`src/rtl/column_slot_allocator.sv`:
```
// Column fill tracker: turns an active-low one-hot column select into a linear cell index, one allocation per request.
// Optional SLOT_UNDO_EN macro adds an undo input that frees the most recently allocated cell.
module column_slot_allocator #(
  parameter int COLS  = 4,
  parameter int ROWS  = 4,
  parameter int POS_W = $clog2(COLS*ROWS+1)
) (
  input  logic                       clk,
  input  logic                       reset_n,
  input  logic                       new_game,
  input  logic                       req_valid,
  input  logic [COLS-1:0]            sel_col_n,
`ifdef SLOT_UNDO_EN
  input  logic                       undo,
`endif
  output logic                       pos_valid,
  output logic [POS_W-1:0]           position,
  output logic                       reject,
  output logic [COLS-1:0]            col_full,
  output logic                       board_full,
  output logic [$clog2(ROWS+1)-1:0]  height_of_sel
);

  localparam int HW = $clog2(ROWS+1);
  localparam int CW = (COLS > 1) ? $clog2(COLS) : 1;
  localparam logic [POS_W-1:0] NO_POS = '1;

  typedef enum logic [1:0] {IDLE, RESP, HOLD} state_t;

  state_t            state, state_nxt;
  logic [HW-1:0]     height [COLS];
  logic [HW-1:0]     height_nxt [COLS];
  logic [POS_W-1:0]  position_nxt;
  logic              pos_valid_nxt, reject_nxt;
  logic [COLS-1:0]   col_full_nxt;
  logic              sel_ok;
  logic [CW-1:0]     sel_idx;
  logic [HW-1:0]     sel_height;

`ifdef SLOT_UNDO_EN
  logic              last_vld, last_vld_nxt;
  logic [CW-1:0]     last_col, last_col_nxt;
  logic [HW-1:0]     undo_height;
`endif

  always_comb begin
    sel_idx = '0;
    for (int k = 0; k < COLS; k++) begin
      if (!sel_col_n[k]) sel_idx = CW'(k);
    end
    sel_ok        = ($countones(~sel_col_n) == 1);
    sel_height    = sel_ok ? height[sel_idx] : '0;
    height_of_sel = sel_height;
  end

  always_comb begin
    state_nxt     = state;
    height_nxt    = height;
    position_nxt  = position;
    pos_valid_nxt = 1'b0;
    reject_nxt    = 1'b0;
`ifdef SLOT_UNDO_EN
    last_vld_nxt  = last_vld;
    last_col_nxt  = last_col;
    undo_height   = height[last_col] - HW'(1);
`endif
    if (new_game) begin
      for (int k = 0; k < COLS; k++) height_nxt[k] = '0;
      position_nxt = NO_POS;
      state_nxt    = HOLD;
`ifdef SLOT_UNDO_EN
      last_vld_nxt = 1'b0;
`endif
    end else begin
      case (state)
        IDLE: begin
`ifdef SLOT_UNDO_EN
          // Undo completes in place so a request raised alongside it is served next.
          if (undo) begin
            if (last_vld) begin
              height_nxt[last_col] = undo_height;
              position_nxt  = POS_W'(undo_height) * POS_W'(COLS) + POS_W'(last_col);
              pos_valid_nxt = 1'b1;
              last_vld_nxt  = 1'b0;
            end else begin
              reject_nxt    = 1'b1;
              position_nxt  = NO_POS;
            end
          end else
`endif
          if (req_valid) begin
            state_nxt = RESP;
            if (sel_ok && (sel_height != HW'(ROWS))) begin
              height_nxt[sel_idx] = sel_height + HW'(1);
              position_nxt  = POS_W'(sel_height) * POS_W'(COLS) + POS_W'(sel_idx);
              pos_valid_nxt = 1'b1;
`ifdef SLOT_UNDO_EN
              last_vld_nxt  = 1'b1;
              last_col_nxt  = sel_idx;
`endif
            end else begin
              reject_nxt   = 1'b1;
              position_nxt = NO_POS;
            end
          end
        end
        RESP:    state_nxt = HOLD;
        HOLD:    if (!req_valid) state_nxt = IDLE;
        default: state_nxt = IDLE;
      endcase
    end
    for (int k = 0; k < COLS; k++) col_full_nxt[k] = (height_nxt[k] == HW'(ROWS));
  end

  always_ff @(posedge clk or negedge reset_n) begin
    if (!reset_n) begin
      state      <= IDLE;
      for (int k = 0; k < COLS; k++) height[k] <= '0;
      position   <= NO_POS;
      pos_valid  <= 1'b0;
      reject     <= 1'b0;
      col_full   <= '0;
      board_full <= 1'b0;
`ifdef SLOT_UNDO_EN
      last_vld   <= 1'b0;
      last_col   <= '0;
`endif
    end else begin
      state      <= state_nxt;
      height     <= height_nxt;
      position   <= position_nxt;
      pos_valid  <= pos_valid_nxt;
      reject     <= reject_nxt;
      col_full   <= col_full_nxt;
      board_full <= &col_full_nxt;
`ifdef SLOT_UNDO_EN
      last_vld   <= last_vld_nxt;
      last_col   <= last_col_nxt;
`endif
    end
  end

endmodule
```
`config.mk`:
```
export PLATFORM = sky130hd
export DESIGN_NAME = column_slot_allocator
export DESIGN_NICKNAME = d
export VERILOG_FILES = /design/src/rtl/column_slot_allocator.sv
export SDC_FILE = /design/constraint.sdc
export NUM_CORES = 1
export LEC_CHECK = 0
export CAP_MARGIN = 20
export CORE_UTILIZATION = 45
export DETAILED_ROUTE_END_ITERATION = 16
export DONT_BUFFER_PORTS = 1
export SYNTH_ARGS = -nofsm -noshare
export SYNTH_HDL_FRONTEND = slang
export SYNTH_SLANG_ARGS = --single-unit
```
`constraint.sdc`:
```
create_clock -name clk -period 8.3 [get_ports clk]
set_clock_uncertainty 0.15 [all_clocks]
set_input_delay 1.66 -clock clk [delete_from_list [all_inputs] [get_ports clk]]
set_output_delay 1.66 -clock clk [all_outputs]
set_load 0.1 [all_outputs]
```
==> impl_metrics.tcl <==
set metrics [dict create \
    outcome "completed" \
    numPortBuffers 0 \
    synthesis.nets 149 \
    die-width_um 58.9 \
    required_ps 6490 \
    hold_viol_final 0 \
    yosysWarningCount 0 \
    drive_gt1_share_pct 16.5 \
    fillers 287 \
    slew_headroom_pct 40.8 \
    p_leak_uw 0.000751 \
    start_util_pct 47.7 \
    wl_um 2960 \
    worstHoldPathType "reg -> reg" \
    synth_seq_cells 26 \
    vdd_drop_max_uv 65.7 \
    postCtsSetupRepairBufs 0 \
    critPathSlowestCell "inv_1" \
    synth_sequential_area_ratio_pct 45.1 \
    synth.distinct_cells 40 \
    cp_max_fo 8 \
    overflow 0 \
    die_y_um 58.9 \
    gp_congestion 0.879 \
    clkLatencyLatePin_ps 320 \
    end_kind "output port" \
    num_rows 20 \
    htreeDepth 1 \
    synth_edf_count 0 \
    path_class "in -> out" \
    post_drt_wl_per_cell_um 16.7 \
    cpPeakStageDelay_ps 710 \
    grt_pass1_wl_um 5050 \
    finalMaxSlewViolations 0 \
    maxCapViolations 0 \
    min_period_over_period_pct 69.9 \
    clockRootBuffer "clkbuf_4" \
    io_pins 23 \
    grt_usage_pct 19.5 \
    rsz0062_at_grt "no" \
    fmax_mhz 172 \
    drc_errors 0 \
    areaGrowthSynthToFinish_pct 5.07 \
    crit_arrival_ps 3990 \
    dr.pass1.iters 4 \
    clock_sink_count 26 \
    postCtsHoldBufs 0 \
    synth_flop_cell "dfrtp_1" \
    core_area_um2 3050 \
    async_flop_share_pct 100 \
    crit_chain "fa_1 -> inv_1 -> ha_1 -> ha_1 -> nor3b_2 -> nand2_1 -> inv_1" \
    syn_area_um2 1460 \
    post_cts_resized 0 \
    antenna_cells 0 \
    nets 147 \
    synthCells 136 \
    cts_made_buffers 3 \
    setup_violations 0 \
    grt_pass1_vias 1061 \
    synth.avg_cell_area_um2 10.7 \
    antenna_found_initial 0 \
    start_kind "input port" \
    p_per_area_nw_per_um2 164 \
    dieArea_um2 3470 \
    tns_ps 0 \
    final_util_pct 50.1 \
    grt_max_degree 27 \
    vias 979 \
    ant_nets 0 \
    dp_hpwl_um 2260 \
    clkTransAtPathRegs_ps 140 \
    cts.path.max_buffers 2 \
    cts_tree "built" \
    via_per_inst 5.53 \
    min_period_ps 5800 \
    first_iter_violations 30 \
    tightest_slew_ps 889 \
]
## cells in the mapped netlist, drive strengths merged, types with 2 or more instances
library cell	instances	area share, %
buf	2	1.3
mux2i	17	12
or3	2	0.86
a211oi	3	1.9
inv	8	2.1
ha	4	3.4
nand2	7	1.8
dfrtp	21	36
dfstp	5	9.0
a21oi	6	2.1
clkbuf	6	1.5
or2	2	0.86
nor3b	4	3.5
nor2	19	4.9
nand2b	6	2.6
xor2	2	1.2
or4b	4	2.8
## cell usage in the layout (no fill, tap or decap), types with 2 or more instances in the layout
master / netlist / layout
or2_2: 2 / 2
nand2_1: 7 / 7
dfrtp_1: 21 / 21
or3_1: 2 / 2
nor3b_2: 2 / 2
a21oi_1: 6 / 6
nand2b_1: 6 / 6
a211oi_1: 2 / 2
or4b_2: 3 / 3
mux2i_1: 17 / 17
ha_1: 4 / 4
nor2_1: 19 / 19
xor2_1: 2 / 2
inv_1: 8 / 8
dfstp_2: 5 / 5
clkbuf_4: 0 / 3
## per-stage QoR
stage / cell area [um2] / setup WS (ps) / total power, uW / hold slack, ps / cells
CTS: 1530 / 2510 / 253 / 396 / 177
finish: 1530 / 2500 / 250 / 392 / 177
floorplan: 1460 / 2090 / 163 / 319 / 136
global placement: 1480 / 2580 / 165 / 366 / 173
global route: 1530 / 2360 / 262 / 412 / 177
detailed placement: 1480 / 2510 / 166 / 378 / 173
## logic make-up after synthesis
kind of cell / synth area share, %
xor+xnor: 1.20
flops: 45.1
compound gates: 12.1
simple gates: 20.1
fa+ha+maj: 4.82
mux: 11.7
buf+inv: 4.90
## layer usage
layer / GRT usage (%) / up-vias / wire length (um) / share of wire (%)
met2: 34.1 / 25 / 1520 / 51
li1: - / 468 / - / -
met4: 6.46 / 0 / 52 / 1.8
met5: 0 / - / 0 / 0
met1: 24.4 / 482 / 1290 / 43
met3: 3.08 / 4 / 97 / 3.3
## state kept, by name (all words and copies together), names as in the netlist
register,cells
board_full,1
height,12
position,5
col_full,4
pos_valid,1
state,2
reject,1
## worst max-delay path: cells and delay by family
family                     cells  cell delay [ps]
adders and majority gates      3              990
buffers and inverters          2              750
and+or+nand+nor                2              590
## report_power, final
part | switching, uW | internal, uW | total [uW]
Combinational | 16.7 | 10.2 | 26.9
Clock | 38.0 | 48.8 | 86.9
Sequential | 7.62 | 129 | 137
Total | 62.4 | 188 | 250
## layout make-up
cell class | count | area [um2] | area share (%)
Multi-Input combinational cell | 94 | 727 | 47.5
Sequential cell | 26 | 657 | 43.0
Tap cell | 44 | 55.1 | 3.60
Clock inverter | 1 | 30.0 | 1.96
Inverter | 8 | 30.0 | 1.96
Clock buffer | 3 | 22.5 | 1.47
Timing Repair Buffer | 1 | 7.51 | 0.491
## final timing paths
kind / endpoint / from / slack, ps / cells after the start
max: height_of_sel[0] / sel_col_n[0] / 2500 / 7
min: state[0]$_DFFE_PN0P_ / state[1]$_DFFE_PN0P_ / 390 / 1
max reg2reg: board_full$_DFF_PN0_ / height[10]$_DFF_PN0_ / 4840 / 9
min reg2reg: state[0]$_DFFE_PN0P_ / state[1]$_DFFE_PN0P_ / 390 / 1
max in group asynchronous: position[0]$_DFFE_PN1P_ / reset_n / 6970 / 0
min in group asynchronous: state[1]$_DFFE_PN0P_ / reset_n / 850 / 0
No activity file was read; power rests on OpenSTA's default activity.
==> RTL change: new RTL, same flow settings <==
Build with the macro `SLOT_UNDO_EN` defined.
--- a/src/rtl/column_slot_allocator.sv
+++ b/src/rtl/column_slot_allocator.sv
@@ -2,2 +2,4 @@
 // Optional SLOT_UNDO_EN macro adds an undo input that frees the most recently allocated cell.
+`define SLOT_UNDO_EN
+
 module column_slot_allocator #(
Interface: changed (added undo); port bits go from 23 to 24. The function was not compared with the original's and may differ.
==> RTL change against the original RTL <==
  * Core utilization decreased by 0.082 points
  * Hold slack about the same
  * Cell count increased by 53%
  * Worst setup slack got worse by 0.061 ns
  * Area after synthesis increased by 42%
  * Combinational power increased by 140%
  * Wire length increased by 80%
  * Via count increased by 79%
  * Cell area increased by 43%
  * Sequential cell count increased by 3
  * Clock power increased by 74%
  * Power increased by 67%
==> RTL change: results (changes against the original RTL) <==
Clock root cell -> clkbuf_8
Met1 Routed Length -> 2310 microns (+80%)
Outcome -> finished clean
Final-stage net count -> 232 (+58%)
Synth Area in Adders -> 0.0399 (-0.00822)
Register area share after synthesis -> 0.354 (-0.0975)
Largest family of logic cells by synthesized area -> compound AO/OA/AOI/OAI gates
Share of cells above drive strength 1 -> 0.119 (-0.0461)
Average size of a mapped cell -> 9.32 sq um (-13%)
Yosys warns -> 0 (unchanged)
Detailed placer's ending HPWL -> 3830 microns (+69%)
CTS clock-pin slew for the worst setup and hold paths -> 0.06 ns (-0.08 ns)
Min-delay src -> state[0]
Placed cells -> 262 (+51%)
Syn Nets -> 237 (+59%)
Post-synthesis mux area share -> 0.0629 (-0.0540)
Worst r2r src -> last_col[0]
First-pass GRT wire length -> 9040 microns (+79%)
R2r worst-path depth -> 10 (+1)
Hold Path End -> state[1]
Drt total wl -> 5310 microns (+80%)
Htree depth -> 2 (+1)
Complex-gate fraction of the synthesized area -> 0.253 (+0.132)
Vias in the first global route -> 1842 (+74%)
Routed wl met2 -> 2550 microns (+68%)
Worst R2R Setup Slack -> 4.92 ns (+0.08 ns)
Peak supply drop -> 0.0000962 V (+46%)
Clock period minus final worst setup slack -> 5.86 ns (+0.0606 ns)
Max FO, Critical Path -> 4 (-4)
Leakage -> 0.929 nW (+24%)
Synth top area cells -> dfrtp_1 29%, dfstp_2 6.4%, a21oi_1 3.6%, mux4_2 3.3%, o21ai_0 3.1%
Via count -> 1749 (+79%)
Async SR Flop Fraction -> 1.00 (unchanged)
Placed Area -> 2080 sq um (+41%)
Worst-Margin Slew -> 1.06 ns (+0.169 ns)
GR Util All Layers -> 0.239 (+0.0441)
WL met3 -> 353 microns (+260%)
Post-Place Setup Slack -> 2.46 ns (-0.0458 ns)
XOR/XNOR share of the synthesized area -> 0.0296 (+0.0176)
Iteration-0 DRC Markers -> 114 (+280%)
GP Congestion -> 0.885 (+0.63%)
Vias per inst -> 6.48 (+17%)
Initial antenna violation count -> 0 (unchanged)
Worst endpoint data arrival time -> 4.05 ns (+0.06 ns)
Slowest stage delay, CP -> 0.68 ns (-0.03 ns)
Slowest CP cell -> inv_1
Largest net degree at the start of global routing -> 30 (+11%)
Num CTS Buffers -> 5 (+2)
Synth cell types -> 62 (+55%)
Final hold slack -> 0.391 ns (-0.000384 ns)
Switching pwr -> 0.140 mW (+120%)
Worst-Skew Late Latency -> 0.28 ns (-0.04 ns)
Top cells by count, synth -> 24 x dfrtp_1, 16 x inv_1, 15 x a21oi_1
-- RTL change: changes by cell type after synthesis, sizes merged, moves of 6 or more --
cell	before	now
mux2i	17	4
o21ai	1	13
a21oi	6	15
inv	8	16
a21o	0	7
nand2	7	14
nand3	0	6
nor2	19	13
nor3	1	7
-- RTL change: area by class of cell --
type / instances / area (sq um)
tap: 52 / 65.1
sequential: 29 / 732
inverter: 16 / 60.1
multi-input combinational: 165 / 1220
fill: 413 / 2190
clock buffer: 7 / 86.3
clock inverter: 1 / 30.0
-- RTL change: power by group through the flow --
stage	logic, mW	clock network [mW]	registers [mW]
after floorplan	0.0652	0	0.192
after global placement	0.0617	0	0.206
after detailed placement	0.0633	0	0.206
after CTS	0.0636	0.154	0.203
after global routing	0.0709	0.161	0.205
final	0.0639	0.151	0.203
-- RTL change: routing by layer --
metal | vias up | GRT usage
met5 | - | 0
met4 | 0 | 0.131
met3 | 8 | 0.0625
met2 | 63 | 0.371
met1 | 848 | 0.302
li1 | 830 | -
